## src/rtl/exe_muldiv_if.sv

```systemverilog
`default_nettype none
// ============================================================================
// Module   : exe_muldiv_if
// Brief    : Execute-stage handshake bundle between the pipeline and the
//            iterative multiply/divide unit.
// Revision : 1.0
// ============================================================================
interface exe_muldiv_if #(
    parameter int XLEN = 32
);
    logic            start;
    logic [2:0]      funct3;
    logic [XLEN-1:0] data1;
    logic [XLEN-1:0] data2;
    logic [4:0]      rd_i;
    logic            flush;
    logic            hold_req;
    logic            busy;
    logic            result_valid;
    logic [XLEN-1:0] result;
    logic [4:0]      rd_o;

    modport master (
        output start, funct3, data1, data2, rd_i, flush,
        input  hold_req, busy, result_valid, result, rd_o
    );

    modport slave (
        input  start, funct3, data1, data2, rd_i, flush,
        output hold_req, busy, result_valid, result, rd_o
    );
endinterface
`default_nettype wire

```

## src/rtl/exe_muldiv.sv

```systemverilog
`default_nettype none
// ============================================================================
// Module   : exe_muldiv
// Brief    : Iterative RV32M multiply/divide unit (shift-add multiply,
//            restoring divide). Define EXE_MULDIV_FAST_MUL_EN for a
//            single-cycle multiplier path.
// Revision : 1.0
// ============================================================================
module exe_muldiv #(
    parameter int XLEN = 32
) (
    input  logic         clk,
    input  logic         rst,
    exe_muldiv_if.slave  bus
);
    localparam int              c_acc_w = 2 * XLEN;
    localparam logic [5:0]      c_last  = 6'(XLEN - 1);
    localparam logic [XLEN-1:0] c_min   = {1'b1, {(XLEN-1){1'b0}}};

    typedef enum logic [1:0] {
        S_IDLE = 2'd0,
        S_CALC = 2'd1,
        S_FIX  = 2'd2,
        S_DONE = 2'd3
    } state_t;

    state_t               r_state;
    state_t               w_next;
    logic                 w_hold;
    logic [5:0]           r_cnt;
    logic [2:0]           r_op;
    logic [4:0]           r_rd;
    logic                 r_neg;
    logic [c_acc_w-1:0]   r_acc;
    logic [XLEN-1:0]      r_mcand;
    logic                 r_busy;
    logic                 r_valid;
    logic [XLEN-1:0]      r_result;
    logic [4:0]           r_rd_o;

    // Operand decode in IDLE
    logic            w_is_div;
    logic            w_sign1;
    logic            w_sign2;
    logic [XLEN-1:0] w_mag1;
    logic [XLEN-1:0] w_mag2;
    logic            w_accept;
    logic            w_div_zero;
    logic            w_ovf;
    logic            w_special;
    logic [XLEN-1:0] w_special_res;
    logic            w_fast;
    logic [XLEN-1:0] w_fast_res;
    logic            w_direct;
    logic [XLEN-1:0] w_direct_res;

    assign w_is_div = bus.funct3[2];
    assign w_sign1  = (bus.funct3 inside {3'd1, 3'd2, 3'd4, 3'd6}) & bus.data1[XLEN-1];
    assign w_sign2  = (bus.funct3 inside {3'd1, 3'd4, 3'd6}) & bus.data2[XLEN-1];
    assign w_mag1   = w_sign1 ? -bus.data1 : bus.data1;
    assign w_mag2   = w_sign2 ? -bus.data2 : bus.data2;
    assign w_accept = bus.start & ~bus.flush;

    assign w_div_zero    = w_is_div & (bus.data2 == '0);
    assign w_ovf         = w_is_div & ~bus.funct3[0] & (bus.data1 == c_min) & (bus.data2 == '1);
    assign w_special     = w_div_zero | w_ovf;
    assign w_special_res = w_div_zero ? (bus.funct3[1] ? bus.data1 : '1)
                                      : (bus.funct3[1] ? '0 : c_min);

`ifdef EXE_MULDIV_FAST_MUL_EN
    // Sign-extended 64-bit product equals the 33x33 signed product mod 2^64
    logic [c_acc_w-1:0] w_fast_prod;
    assign w_fast_prod = $signed({{XLEN{w_sign1}}, bus.data1}) *
                         $signed({{XLEN{w_sign2}}, bus.data2});
    assign w_fast      = ~w_is_div;
    assign w_fast_res  = (bus.funct3[1:0] == 2'd0) ? w_fast_prod[XLEN-1:0]
                                                   : w_fast_prod[c_acc_w-1:XLEN];
`else
    assign w_fast      = 1'b0;
    assign w_fast_res  = '0;
`endif

    assign w_direct     = w_special | w_fast;
    assign w_direct_res = w_special ? w_special_res : w_fast_res;

    // One iteration of shift-add multiply or restoring divide
    logic [XLEN:0]        w_mul_sum;
    logic [c_acc_w-1:0]   w_mul_step;
    logic [XLEN:0]        w_div_part;
    logic [XLEN:0]        w_div_diff;
    logic                 w_div_ge;
    logic [c_acc_w-1:0]   w_div_step;

    assign w_mul_sum  = {1'b0, r_acc[c_acc_w-1:XLEN]} + (r_acc[0] ? {1'b0, r_mcand} : '0);
    assign w_mul_step = {w_mul_sum, r_acc[XLEN-1:1]};
    assign w_div_part = {r_acc[c_acc_w-1:XLEN], r_acc[XLEN-1]};
    assign w_div_diff = w_div_part - {1'b0, r_mcand};
    assign w_div_ge   = ~w_div_diff[XLEN];
    assign w_div_step = {(w_div_ge ? w_div_diff[XLEN-1:0] : w_div_part[XLEN-1:0]),
                         r_acc[XLEN-2:0], w_div_ge};

    logic [c_acc_w-1:0] w_prod;
    logic [XLEN-1:0]    w_quo;
    logic [XLEN-1:0]    w_rem;
    logic [XLEN-1:0]    w_fix_res;

    assign w_prod = r_neg ? -r_acc : r_acc;
    assign w_quo  = r_neg ? -r_acc[XLEN-1:0] : r_acc[XLEN-1:0];
    assign w_rem  = r_neg ? -r_acc[c_acc_w-1:XLEN] : r_acc[c_acc_w-1:XLEN];

    always_comb begin
        w_fix_res = w_rem;
        case (r_op)
            3'd0:                w_fix_res = w_prod[XLEN-1:0];
            3'd1, 3'd2, 3'd3:    w_fix_res = w_prod[c_acc_w-1:XLEN];
            3'd4, 3'd5:          w_fix_res = w_quo;
            default:             w_fix_res = w_rem;
        endcase
    end

    always_comb begin
        w_next = r_state;
        w_hold = 1'b0;
        case (r_state)
            S_IDLE: begin
                if (w_accept) begin
                    w_hold = 1'b1;
                    w_next = w_direct ? S_DONE : S_CALC;
                end
            end
            S_CALC: begin
                w_hold = 1'b1;
                if (r_cnt == c_last) begin
                    w_next = S_FIX;
                end
            end
            S_FIX: begin
                w_hold = 1'b1;
                w_next = S_DONE;
            end
            S_DONE:  w_next = S_IDLE;
            default: w_next = S_IDLE;
        endcase
        if (bus.flush) begin
            w_next = S_IDLE;
        end
    end

    always_ff @(posedge clk) begin
        if (rst) begin
            r_state  <= S_IDLE;
            r_cnt    <= '0;
            r_op     <= '0;
            r_rd     <= '0;
            r_neg    <= 1'b0;
            r_acc    <= '0;
            r_mcand  <= '0;
            r_busy   <= 1'b0;
            r_valid  <= 1'b0;
            r_result <= '0;
            r_rd_o   <= '0;
        end else begin
            r_state <= w_next;
            r_busy  <= (w_next != S_IDLE);
            r_valid <= (w_next == S_DONE);
            case (r_state)
                S_IDLE: begin
                    if (w_accept) begin
                        r_op    <= bus.funct3;
                        r_rd    <= bus.rd_i;
                        // Remainder takes the dividend's sign; everything else the XOR
                        r_neg   <= (bus.funct3[2] & bus.funct3[1]) ? w_sign1 : (w_sign1 ^ w_sign2);
                        r_cnt   <= '0;
                        r_acc   <= {{XLEN{1'b0}}, (w_is_div ? w_mag1 : w_mag2)};
                        r_mcand <= w_is_div ? w_mag2 : w_mag1;
                        if (w_direct) begin
                            r_result <= w_direct_res;
                            r_rd_o   <= bus.rd_i;
                        end
                    end
                end
                S_CALC: begin
                    r_acc <= r_op[2] ? w_div_step : w_mul_step;
                    r_cnt <= r_cnt + 6'd1;
                end
                S_FIX: begin
                    if (!bus.flush) begin
                        r_result <= w_fix_res;
                        r_rd_o   <= r_rd;
                    end
                end
                default: ;
            endcase
        end
    end

    assign bus.hold_req     = w_hold;
    assign bus.busy         = r_busy;
    assign bus.result_valid = r_valid;
    assign bus.result       = r_result;
    assign bus.rd_o         = r_rd_o;
endmodule
`default_nettype wire

```

## src/flat_wrapper.sv

```systemverilog
// flat-port wrapper written by rule: the top's interface ports become plain ports
module exe_muldiv_flat 
#(
    parameter int XLEN = 32
)
  (clk, rst, bus_start, bus_funct3, bus_data1, bus_data2, bus_rd_i, bus_flush, bus_hold_req, bus_busy, bus_result_valid, bus_result, bus_rd_o);
  exe_muldiv_if #(.XLEN(XLEN)) bus_i ();
  input  logic clk;
  input  logic rst;
  input wire logic [$bits(bus_i.start)-1:0] bus_start;
  input wire logic [$bits(bus_i.funct3)-1:0] bus_funct3;
  input wire logic [$bits(bus_i.data1)-1:0] bus_data1;
  input wire logic [$bits(bus_i.data2)-1:0] bus_data2;
  input wire logic [$bits(bus_i.rd_i)-1:0] bus_rd_i;
  input wire logic [$bits(bus_i.flush)-1:0] bus_flush;
  output wire logic [$bits(bus_i.hold_req)-1:0] bus_hold_req;
  output wire logic [$bits(bus_i.busy)-1:0] bus_busy;
  output wire logic [$bits(bus_i.result_valid)-1:0] bus_result_valid;
  output wire logic [$bits(bus_i.result)-1:0] bus_result;
  output wire logic [$bits(bus_i.rd_o)-1:0] bus_rd_o;
  assign bus_i.start = bus_start;
  assign bus_i.funct3 = bus_funct3;
  assign bus_i.data1 = bus_data1;
  assign bus_i.data2 = bus_data2;
  assign bus_i.rd_i = bus_rd_i;
  assign bus_i.flush = bus_flush;
  assign bus_hold_req = bus_i.hold_req;
  assign bus_busy = bus_i.busy;
  assign bus_result_valid = bus_i.result_valid;
  assign bus_result = bus_i.result;
  assign bus_rd_o = bus_i.rd_o;
  exe_muldiv #(.XLEN(XLEN)) u_core (.clk(clk), .rst(rst), .bus(bus_i));
endmodule
```

## config.mk

```make
export PLATFORM = sky130hd
export DESIGN_NAME = exe_muldiv_flat
export DESIGN_NICKNAME = d
export VERILOG_FILES = /design/src/rtl/exe_muldiv_if.sv /design/src/rtl/exe_muldiv.sv /design/src/flat_wrapper.sv
export SDC_FILE = /design/constraint.sdc
export NUM_CORES = 1
export LEC_CHECK = 0
export CORE_MARGIN = 2
export CORE_UTILIZATION = 40
export CTS_CLUSTER_SIZE = 14
export DETAILED_ROUTE_END_ITERATION = 10
export GPL_TIMING_DRIVEN = 0
export HOLD_SLACK_MARGIN = 0.15
export SETUP_SLACK_MARGIN = 0.4
export SLEW_MARGIN = 10
export SYNTH_ARGS = -nofsm -noshare
export SYNTH_HDL_FRONTEND = slang
export SYNTH_SLANG_ARGS = --single-unit
```

## constraint.sdc

```tcl
create_clock -name clk -period 4.3 [get_ports clk]
set_clock_uncertainty 0.05 [all_clocks]
set_input_delay 0.43 -clock clk [delete_from_list [all_inputs] [get_ports clk]]
set_output_delay 0.43 -clock clk [all_outputs]
set_load 0.02 [all_outputs]
```

==> run_results.csv <==
group,metric,value,unit
status,status,"finished clean",
timing,worst_pin_slew,1204,ps
cells_and_area,final_common_cell,"nor2_1",
placement,post-place-ws,-617.2,ps
logic_synthesis,synth_top_area_frac,0.2049,
cts,clk_path_buf_depth,2,
logic_synthesis,syn_area,14850,um2
global_routing,grt_pass1_vias,16290,
global_routing,grt_use_total,0.3668,
cts,cts_root_buf,"clkbuf_16",
placement,portBuffers,112,
timing,setup_violations,0,
global_routing,grt_first_pass_wirelength,105.5,mm
global_routing,grt-ovfl-total,0,
logic_synthesis,synth_top_area_cell,"dfxtp_1",
worst_setup_path,reg2reg_slack,440,ps
worst_setup_path,critical_path.startpoint,"bus_data2[6]",
cts,cts_buffers,17,
cells_and_area,finalNetCount,2396,
routing,drc_errors,0,
hold_path,hold_depth,2,
routing,wire_per_inst,26.39,um
cells_and_area,area_delta_synth_final,16.75,%
timing,hold-worst-slack,402.7,ps
logic_synthesis,ys_types,83,
cts,path_clk_slew,70,ps
cts,cts_tree,"done",
logic_synthesis,avgSynthCellArea,7.042,um2
logic_synthesis,synth_edf_count,0,
routing,drt-initial-drc-count,1990,
logic_synthesis,synthTopCellsByArea,"dfxtp_1 20%, a21oi_1 6.5%, nor2_1 6.3%",
cts,worst_skew_pair.late_latency,460,ps
cts,htree_levels,4,
cells_and_area,final_layout_size_suffix_gt1_frac,0.05671,
die,die_h,196.7,um
routing,routed_wl,71.93,mm
timing,fin_crit_sh,0.8977,
routing,first_pass_iters,5,
timing,slew_violations,0,
worst_setup_path,crit_fanout,10,
hold_path,hold_path.class,"reg -> reg",
cells_and_area,n_antenna_cell,0,
worst_setup_path,critical_path_class,"in -> reg",
power,vdd_drop_max,0.3000,mV
timing,fin_tns_setup,0,ps
global_routing,antenna_found_initial,0,
cells_and_area,most-common-layout-cells,"247 x nor2_1, 217 x nand2_1, 190 x a21oi_1, 149 x dfxtp_1, 132 x o21ai_0",
die,coreArea,36610,um2
timing,finalHoldViolations,0,
placement,hpwl,58.13,mm
routing,ant_nets,0,
die,die_w,196.7,um
cts,cts_hold_buf,0,
worst_setup_path,cp.arrival,4120,ps
timing,worst_slack,440.1,ps
logic_synthesis,synthArstFlopShare,0,
logic_synthesis,synthCells,2109,
logic_synthesis,syn_nets,2261,
die,start_util,0.4057,
flow_run,maxCapViolCount,0,
logic_synthesis,yosys_warnings,0,
die,num_io_pins,116,
die,fp-row-count,70,
timing,relSlewSlack,0.1942,
routing,via_count,17390,
worst_setup_path,worstSetupStartpointType,"input pin",
hold_path,hold_start,"u_core.r_mcand[15]",
placement,gp_congestion,1.018,
worst_setup_path,rr_worst_depth,10,
logic_synthesis,synth-seq-cells,152,
worst_setup_path,required,4560,ps
worst_setup_path,endpoint_kind,"register",
worst_setup_path,regToRegEndpoint,"u_core.bus.result[14]",
power,pwr_density_cell,270.1,nW/um2
logic_synthesis,ys_seq_area_frac,0.2049,
cts,cts_sinks,152,
die,dieArea,38690,um2
worst_setup_path,r2r_start,"u_core.r_state[0]",
timing,finalCriticalPeriod,3860,ps
power,leakagePower,6.383,nW
timing,rsz0062_at_grt,"yes",
global_routing,grt_max_degree,17,
routing,vias_per_cell,6.382,
hold_path,hold_end,"u_core.r_mcand[15]",
logic_synthesis,synthFlopType,"dfxtp_1",
timing,fmax,0.2591,GHz
==> cells in the mapped netlist (all sizes together) (12+ instances only) <==
master,n
a31oi,29
mux2i,39
nor3,74
nor2,252
a211oi,60
o22ai,12
o31ai,24
nor4,17
o211ai,40
and2,12
xor2,87
nand4,35
nand2b,13
a311oi,19
nand2,219
o41ai,18
a21o,30
o221ai,16
inv,69
nand3,32
buf,31
clkbuf,118
ha,74
xnor2,81
dfxtp,152
or4,17
or3,22
o21ai,160
a22oi,16
a21oi,193
mux2,17
o21a,18
==> worst max-delay path by stage <==
stage / to / slack (ps) / cells past startpoint
2_1_floorplan: u_core.r_acc[61] / 960 / 14
6_report: u_core.bus.result[14] / 440 / 11
3_5_place_dp: u_core.r_acc[37] / -620 / 13
4_1_cts: u_core.r_acc[62] / 400 / 13
3_3_place_gp: u_core.r_acc[37] / -540 / 13
5_1_grt: u_core.bus.result[21] / 330 / 11
==> timing repair <==
action                                  in CTS  in global routing
cloned                                       0                  0
pin swaps                                    0                  4
resized for setup                           24                 26
setup buffers                                0                  3
endpoints found under the setup margin      42                 56
endpoints found under the hold margin        0                  0
==> critical path, cell delays in order <==
cell,delay (ps)
clkdlybuf4s50_1,510
or4_1,630
or3_1,470
nor3_1,200
and4_1,220
clkbuf_1,450
a211o_1,330
buf_2,250
o311ai_0,300
a21oi_1,240
nor3_1,70
==> final cells by class <==
type	count	area (um2)
Fill cell	3786	19270
Inverter	72	270.3
Clock inverter	13	123.9
Tap cell	468	585.6
Buffer	149	621.8
Multi-Input combinational cell	1736	11080
Sequential cell	152	3049
Clock buffer	19	452.9
Timing Repair Buffer	116	1151
==> sequential cells by signal, summed over array words and instances (netlist names) <==
name	cells
u_core.bus.busy	1
u_core.bus.rd_o	5
u_core.r_op	3
u_core.bus.result	32
u_core.r_rd	5
u_core.r_mcand	32
u_core.r_cnt	6
u_core.bus.result_valid	1
u_core.r_state	2
u_core.r_acc	64
u_core.r_neg	1
==> layer usage <==
metal  track usage  vias up  wire length [um]
li1              -     7997                 -
met1        0.4903     8267             30170
met2        0.5683      963             31160
met3       0.08128      163              7276
met4        0.1585        0              3316
met5             0        -                 0
==> where the power goes <==
group	leakage (nW)	internal [mW]	switching [mW]
clock network	0.281	0.798	0.736
registers	1.24	1.47	0.0692
logic	4.87	0.545	1.07
==> metrics by stage <==
step	power, mW	instance area [um2]	util	std cells
after floorplan	2.492	14850	-	2109
after global placement	3.082	16560	0.4523	2689
after detailed placement	3.087	16570	0.4526	2690
after CTS	4.599	17220	0.4703	2722
after global routing	4.852	17340	0.4736	2725
final	4.684	17340	0.4736	2725
==> cell families (layout without fill, tap and decap cells) <==
| family | after synthesis | after routing | synth area share |
|---|---|---|---|
| muxes | 56 | 56 | 0.03917 |
| DFF | 152 | 152 | 0.2049 |
| AOI/OAI and AO/OA | 703 | 703 | 0.3030 |
| and+or+nand+nor | 733 | 733 | 0.2309 |
| xor gates and xnor gates | 168 | 168 | 0.09907 |
| adders and majority gates | 76 | 76 | 0.06504 |
| buffers and inverters | 221 | 369 | 0.05788 |
Power figures use the tool's default switching activity.
